<file path="config.mk">
export PLATFORM = sky130hd
export DESIGN_NAME = si_tag_lane_serializer
export DESIGN_NICKNAME = d
export VERILOG_FILES = /design/src/rtl/si_tag_pkg.sv /design/src/rtl/si_lane_priority_enc.sv /design/src/rtl/si_tag_lane_serializer.sv
export SDC_FILE = /design/constraint.sdc
export NUM_CORES = 1
export LEC_CHECK = 0
export BUFFER_PORTS_ARGS = -buffer_cell sky130_fd_sc_hd__buf_4
export CAP_MARGIN = 20
export CORE_ASPECT_RATIO = 0.9
export CORE_UTILIZATION = 54
export CTS_CLUSTER_SIZE = 8
export DETAILED_ROUTE_END_ITERATION = 10
export PLACE_DENSITY = 0.8
export SLEW_MARGIN = 20
export SYNTH_ARGS = -nofsm -noshare
export SYNTH_HDL_FRONTEND = slang
export SYNTH_SLANG_ARGS = --single-unit
</file>
<file path="constraint.sdc">
create_clock -name clk -period 11.8 [get_ports clk]
set_input_delay 2.36 -clock clk [delete_from_list [all_inputs] [get_ports clk]]
set_output_delay 2.36 -clock clk [all_outputs]
set_load 0.01 [all_outputs]
</file>
<file path="src/rtl/si_tag_pkg.sv">
// ============================================================================
//  Module      : si_tag_pkg
//  Description : Shared types and helpers for the tag lane serializer.
//                tag_t is one time-tagged event (64-bit time in 1/3 ps and a
//                signed channel: +c rising edge, -c falling edge).
//                chan_to_en_bit maps a signed channel onto its bit position in
//                the channel-enable mask and reports whether it is in range.
//  Revision    : 1.0 - initial release
// ============================================================================
`default_nettype none

package si_tag_pkg;

  typedef struct packed {
    logic [63:0]        tagtime;
    logic signed [5:0]  channel;
  } tag_t;

  typedef struct packed {
    logic [6:0] idx;       // bit position inside the 2*CC enable mask
    logic       in_range;  // 0 for channel 0 or |channel| > CC
  } en_bit_t;

  // Rising channels +1..+CC occupy bits 0..CC-1; falling channels -1..-CC
  // occupy bits CC..2*CC-1.
  function automatic en_bit_t chan_to_en_bit(input logic signed [5:0] channel,
                                             input int                cc);
    en_bit_t r;
    int      c;
    int      t;
    r = '0;
    t = 0;
    c = int'(channel);
    if (c > 0 && c <= cc) begin
      t          = c - 1;
      r.in_range = 1'b1;
    end else if (c < 0 && -c <= cc) begin
      t          = cc - c - 1;
      r.in_range = 1'b1;
    end
    r.idx = t[6:0];
    return r;
  endfunction

endpackage

`default_nettype wire

</file>
<file path="src/rtl/si_lane_priority_enc.sv">
// ============================================================================
//  Module      : si_lane_priority_enc
//  Description : Lowest-set-bit priority encoder over the pending lane mask.
//  Ports       : pend_i    - pending lane mask
//                onehot_o  - one-hot of the lowest pending lane
//                idx_o     - binary index of the lowest pending lane
//                is_last_o - exactly one lane pending
//                any_o     - at least one lane pending
//  Revision    : 1.0 - initial release
// ============================================================================
`default_nettype none

module si_lane_priority_enc #(
  parameter int N     = 4,
  parameter int IDX_W = (N > 1) ? $clog2(N) : 1
) (
  input  logic [N-1:0]     pend_i,
  output logic [N-1:0]     onehot_o,
  output logic [IDX_W-1:0] idx_o,
  output logic             is_last_o,
  output logic             any_o
);

  always_comb begin
    // Two's-complement trick isolates the lowest set bit.
    onehot_o = pend_i & (~pend_i + N'(1));
    idx_o    = '0;
    // Scan downwards so the lowest set bit is the one that sticks.
    for (int i = N - 1; i >= 0; i--) begin
      if (pend_i[i]) idx_o = IDX_W'(i);
    end
    any_o     = |pend_i;
    // Clearing the lowest bit leaves nothing iff popcount is one.
    is_last_o = any_o && ((pend_i & (pend_i - N'(1))) == '0);
  end

endmodule

`default_nettype wire

</file>
<file path="src/rtl/si_tag_lane_serializer.sv">
// ============================================================================
//  Module      : si_tag_lane_serializer
//  Description : Serializes the kept, channel-enabled lanes of a multi-lane
//                tag beat onto a one-tag-per-cycle AXI-Stream, ascending lane
//                order within a beat, beats in arrival order.
//                Stage H holds the accepted beat plus a pending-lane mask;
//                stage O is the registered output.
//  Ports       : clk, rst_n (synchronous, active low)
//                s_axis_*  - multi-lane input beat (tagtime, channel, tkeep)
//                m_axis_*  - single tag output with tlast on the last tag
//                            emitted from each beat
//                cfg_channel_enable - bit c-1 enables +c, bit CC+c-1 enables -c
//                stat_tags_out / stat_tags_filtered - only when the macro
//                SI_TAG_SERIALIZER_STATS_EN is defined
//  Revision    : 1.0 - initial release
// ============================================================================
`default_nettype none

module si_tag_lane_serializer
  import si_tag_pkg::*;
#(
  parameter int NUMBER_OF_WORDS = 4,
  parameter int CHANNEL_COUNT   = 20
) (
  input  logic                              clk,
  input  logic                              rst_n,
  input  logic                              s_axis_tvalid,
  output logic                              s_axis_tready,
  input  logic [NUMBER_OF_WORDS-1:0][63:0]  s_axis_tagtime,
  input  logic [NUMBER_OF_WORDS-1:0][5:0]   s_axis_channel,
  input  logic [NUMBER_OF_WORDS-1:0]        s_axis_tkeep,
  output logic                              m_axis_tvalid,
  input  logic                              m_axis_tready,
  output logic [63:0]                       m_axis_tagtime,
  output logic signed [5:0]                 m_axis_channel,
  output logic                              m_axis_tlast,
  input  logic [2*CHANNEL_COUNT-1:0]        cfg_channel_enable
`ifdef SI_TAG_SERIALIZER_STATS_EN
  ,
  output logic [63:0]                       stat_tags_out,
  output logic [31:0]                       stat_tags_filtered
`endif
);

  localparam int N     = NUMBER_OF_WORDS;
  localparam int IDX_W = (N > 1) ? $clog2(N) : 1;

  function automatic logic [31:0] f_popcount(input logic [N-1:0] v);
    logic [31:0] s;
    s = '0;
    for (int i = 0; i < N; i++) s = s + {31'd0, v[i]};
    return s;
  endfunction

  // --------------------------------------------------------------------------
  // Per-lane channel filter on the incoming beat
  // --------------------------------------------------------------------------
  logic [N-1:0] w_lane_en;
  tag_t [N-1:0] w_beat;

  for (genvar l = 0; l < N; l++) begin : g_lane
    en_bit_t                    w_eb;
    logic [2*CHANNEL_COUNT-1:0] w_sh;
    assign w_eb               = chan_to_en_bit(s_axis_channel[l], CHANNEL_COUNT);
    assign w_sh               = cfg_channel_enable >> w_eb.idx;
    assign w_lane_en[l]       = w_eb.in_range & w_sh[0];
    assign w_beat[l].tagtime  = s_axis_tagtime[l];
    assign w_beat[l].channel  = s_axis_channel[l];
  end

  // --------------------------------------------------------------------------
  // State
  // --------------------------------------------------------------------------
  tag_t [N-1:0] hold_q, hold_d;
  logic [N-1:0] pend_q, pend_d;
  tag_t         out_q, out_d;
  logic         out_vld_q, out_vld_d;
  logic         out_last_q, out_last_d;

  logic [N-1:0]     w_onehot;
  logic [IDX_W-1:0] w_idx;
  logic             w_is_last;
  logic             w_any;

  si_lane_priority_enc #(
    .N     (N),
    .IDX_W (IDX_W)
  ) u_prio (
    .pend_i    (pend_q),
    .onehot_o  (w_onehot),
    .idx_o     (w_idx),
    .is_last_o (w_is_last),
    .any_o     (w_any)
  );

  logic w_o_load;
  logic w_accept;

  // O can take a new value when it is empty or its current tag is leaving.
  assign w_o_load      = !out_vld_q || m_axis_tready;
  // Accept when H is empty, or when its last pending lane moves to O this
  // cycle, so back-to-back beats stream without a bubble.
  assign s_axis_tready = rst_n && (!w_any || (w_is_last && w_o_load));
  assign w_accept      = s_axis_tvalid && s_axis_tready;

  always_comb begin
    hold_d     = hold_q;
    pend_d     = pend_q;
    out_d      = out_q;
    out_vld_d  = out_vld_q;
    out_last_d = out_last_q;

    if (w_o_load) begin
      if (w_any) begin
        out_d      = hold_q[w_idx];
        out_vld_d  = 1'b1;
        out_last_d = w_is_last;
        pend_d     = pend_q & ~w_onehot;
      end else begin
        out_vld_d  = 1'b0;
      end
    end

    // Acceptance only happens once the old mask is (about to be) empty, so
    // overwriting the mask here never drops a pending lane.
    if (w_accept) begin
      hold_d = w_beat;
      pend_d = s_axis_tkeep & w_lane_en;
    end
  end

  always_ff @(posedge clk) begin
    if (!rst_n) begin
      pend_q     <= '0;
      out_q      <= '0;
      out_vld_q  <= 1'b0;
      out_last_q <= 1'b0;
    end else begin
      pend_q     <= pend_d;
      out_q      <= out_d;
      out_vld_q  <= out_vld_d;
      out_last_q <= out_last_d;
    end
  end

  // Beat payload is qualified by pend_q, so it needs no reset.
  always_ff @(posedge clk) begin
    hold_q <= hold_d;
  end

  assign m_axis_tvalid  = out_vld_q;
  assign m_axis_tagtime = out_q.tagtime;
  assign m_axis_channel = out_q.channel;
  assign m_axis_tlast   = out_last_q;

`ifdef SI_TAG_SERIALIZER_STATS_EN
  // --------------------------------------------------------------------------
  // Statistics: both counters wrap naturally at their width.
  // --------------------------------------------------------------------------
  logic [63:0] stat_out_q,  stat_out_d;
  logic [31:0] stat_filt_q, stat_filt_d;

  always_comb begin
    stat_out_d  = stat_out_q;
    stat_filt_d = stat_filt_q;
    if (out_vld_q && m_axis_tready) stat_out_d = stat_out_q + 64'd1;
    if (w_accept) stat_filt_d = stat_filt_q + f_popcount(s_axis_tkeep & ~w_lane_en);
  end

  always_ff @(posedge clk) begin
    if (!rst_n) begin
      stat_out_q  <= '0;
      stat_filt_q <= '0;
    end else begin
      stat_out_q  <= stat_out_d;
      stat_filt_q <= stat_filt_d;
    end
  end

  assign stat_tags_out      = stat_out_q;
  assign stat_tags_filtered = stat_filt_q;
`endif

endmodule

`default_nettype wire
</file>
==> flow_metrics.tcl <==
set metrics [dict create \
    status "finished, final reports clean" \
    synth_area_leaders "edfxtp_1 50%, mux4_2 9.5%, dfxtp_1 9.1%" \
    grt_max_degree 124 \
    synth_xor_area_frac 0.00627 \
    crit_path_max_fanout 12 \
    num_io_pins 401 \
    dp.cells 2039 \
    num_rows 60 \
    drive_above_1_share 0.326 \
    track_usage 0.317 \
    stdcell_count 2130 \
    timing.rr.start "m_axis_tvalid" \
    cts_tree "done" \
    synth_nets 1673 \
    synth_top_family_by_area "multiplexers" \
    vias 13000 \
    place_area_um2 20100 \
    peakVddDrop_uv 134 \
    cts.sink_count 356 \
    antenna_found_initial 0 \
    syn_area_um2 16800 \
    critPathKind "in -> reg" \
    powerDensity_nw_per_um2 159 \
    dieArea_um2 31800 \
    slowest_delay_ps 520 \
    n_antenna_cell 0 \
    synth_edf_count 280 \
    r2r_setup_slack_ps 7800 \
    yosys.area_share.simple 0.107 \
    die_y_um 169 \
    min_path_cells 2 \
    cts_max_path_buffers 3 \
    synthCells 1293 \
    max_clock_freq_ghz 0.152 \
    routed_via_density 6.11 \
    avgSynthCellArea_um2 13.0 \
    ys_seq_area_frac 0.592 \
    period_share 0.557 \
    dr.pass1.iters 6 \
    skew_ps 22.6 \
    core_um2 30200 \
    async_reset_ff_frac 0 \
    final.setup.tns_ps 0 \
    hold_viol_final 0 \
    drc 0 \
    synthMuxAreaShare 0.122 \
    synth_flop_cell "edfxtp_1" \
    slew_headroom 0.213 \
    clk_latency_ps 560 \
    critPathCaptureType "register" \
    grt_pass1_wl_um 76200 \
    clk_pin_slew_ps 60 \
    fin_crit_ps 6570 \
    fin_area_um2 21600 \
    finalWeightedCongestion 0.930 \
    synthMostInstantiatedCell "edfxtp_1" \
    maxSlewViolCount 0 \
    yosysUniqueCellTypes 82 \
    start_util 0.556 \
    cp_slowest_cell "a311oi_4" \
    cts_setup_buffers 0 \
    hp-class "reg -> reg" \
    syn2layout_area_growth_pct 29.0 \
    path_cells "buf_4, clkinv_1, ha_1, nand2_1, or3_1, ha_1, nor4b_1, nand3_1, a2111o_1, a311oi_4, o21bai_1, a21oi_1, nand2_1, o31ai_1, o32a_1, o41ai_2" \
    yosys_warnings 0 \
    clockRootBuffer "clkbuf_16" \
    synth_compound_gate_area_share 0.108 \
    fillers 2022 \
    cp.required_ps 12270 \
    cts_buffers 50 \
    hold_slack_ps 457 \
    setup_viol 0 \
    rsz0062_at_grt "false" \
    drv_cap 0 \
    wl_per_cell_um 24.3 \
    power_mw 3.44 \
    die_w_um 188 \
    antenna_left 0 \
    synth_top_area_share 0.501 \
    grt_pass1_vias 13000 \
    wirelength_um 51700 \
    synth_commonest_cells "280 x edfxtp_1, 192 x nand2_1, 97 x a21oi_1" \
    cts_htree_levels 2 \
    rr_endpoint "pend_q[3]" \
    synth_fa_ha_area_frac 0.0394 \
    drt_iter0_drc 995 \
    cts_resized 0 \
    synth-seq-cells 356 \
    ctsHoldBuffers 0 \
    gr-total-overflow 0 \
    hold_start "m_axis_tagtime[0]" \
    synth_top_area_cell "edfxtp_1" \
    ff2ff_path_depth 11 \
    whs_endpoint "m_axis_tagtime[0]" \
    layout.nets 2069 \
    hpwl_um 35300 \
    worstMarginPinSlew_ps 1170 \
    io_buffers 400 \
    critPathArrivalTime_ps 7040 \
    leakage_nw 8.30 \
    start_kind "primary input" \
]
[through the flow]
step / setup WS, ps / utilization
after floorplan: 2160 / -
after global placement: 4840 / 0.667
after detailed placement: 4750 / 0.667
after CTS: 5350 / 0.716
after global routing: 4910 / 0.717
final: 5230 / 0.717
[power by group]
| part | internal, mW | switching (mW) |
|---|---|---|
| clock network | 0.817 | 0.525 |
| registers | 1.44 | 0.0354 |
| logic | 0.285 | 0.334 |
[registers in the layout, summed over array words and instances, names as in the netlist]
signal,count
m_axis_tvalid,1
hold_q,280
m_axis_tlast,1
m_axis_tagtime,64
pend_q,4
m_axis_channel,6
[layout by cell type (no fill, tap or decap), drive strengths merged, types with 5 or more instances in the layout]
| master | synthesis | final |
|---|---|---|
| clkbuf | 56 | 88 |
| and2 | 9 | 9 |
| nand2 | 193 | 193 |
| or3 | 15 | 15 |
| o211ai | 10 | 10 |
| nand4 | 7 | 7 |
| edfxtp | 280 | 280 |
| dfxtp | 76 | 76 |
| nor2 | 42 | 42 |
| nor4 | 6 | 6 |
| a21oi | 97 | 97 |
| ha | 52 | 52 |
| a211oi | 15 | 15 |
| o31ai | 5 | 5 |
| and3 | 6 | 6 |
| o21ai | 48 | 48 |
| nand2b | 18 | 18 |
| o22ai | 20 | 20 |
| nand3 | 31 | 31 |
| nor3 | 15 | 15 |
| a221oi | 7 | 7 |
| mux2i | 43 | 43 |
| xnor2 | 6 | 6 |
| inv | 35 | 35 |
| a31oi | 15 | 15 |
| a22oi | 8 | 8 |
| buf | 12 | 412 |
| o221ai | 6 | 6 |
| mux4 | 71 | 71 |
| xor2 | 6 | 6 |
[area by class of cell]
class	count	area, um2	area share
Clock buffer	88	1440	0.0664
Clock inverter	2	35.0	0.00162
Inverter	36	143	0.00659
Multi-Input combinational cell	833	6470	0.299
Sequential cell	356	9930	0.459
Tap cell	403	504	0.0233
Timing Repair Buffer	412	3110	0.144
[worst max path at each step]
stage | startpoint | slack, ps | to
floorplan | m_axis_tready | 2160 | pend_q[3]
global placement | s_axis_channel[6] | 4840 | pend_q[1]
detailed placement | s_axis_channel[6] | 4750 | pend_q[1]
CTS | s_axis_channel[6] | 5350 | pend_q[1]
global route | s_axis_channel[6] | 4910 | pend_q[1]
finish | s_axis_channel[6] | 5230 | pend_q[1]
[worst max-delay path: cells and delay by family]
kind                     cells  cell delay, ps
AO/OA/AOI/OAI                7            2300
adder cells (fa/ha/maj)      2             660
AND/OR/NAND/NOR              5            1340
buffers and inverters        2             360
[kinds of logic (layout without fill, tap and decap cells)]
family	after synthesis	count (layout)
fa+ha+maj	53	53
xor+xnor	12	12
flops	356	356
simple gates	376	376
mux	116	116
buf+inv	104	538
compound gates	276	276
[per-layer routing]
| metal | vias to the layer above | track usage | part of all wire |
|---|---|---|---|
| met5 | - | 0 | 0 |
| met4 | 0 | 0.133 | 0.039 |
| met3 | 135 | 0.0780 | 0.10 |
| met2 | 752 | 0.517 | 0.48 |
| met1 | 6332 | 0.409 | 0.38 |
| li1 | 5796 | - | - |
Power figures use the tool's default switching activity.
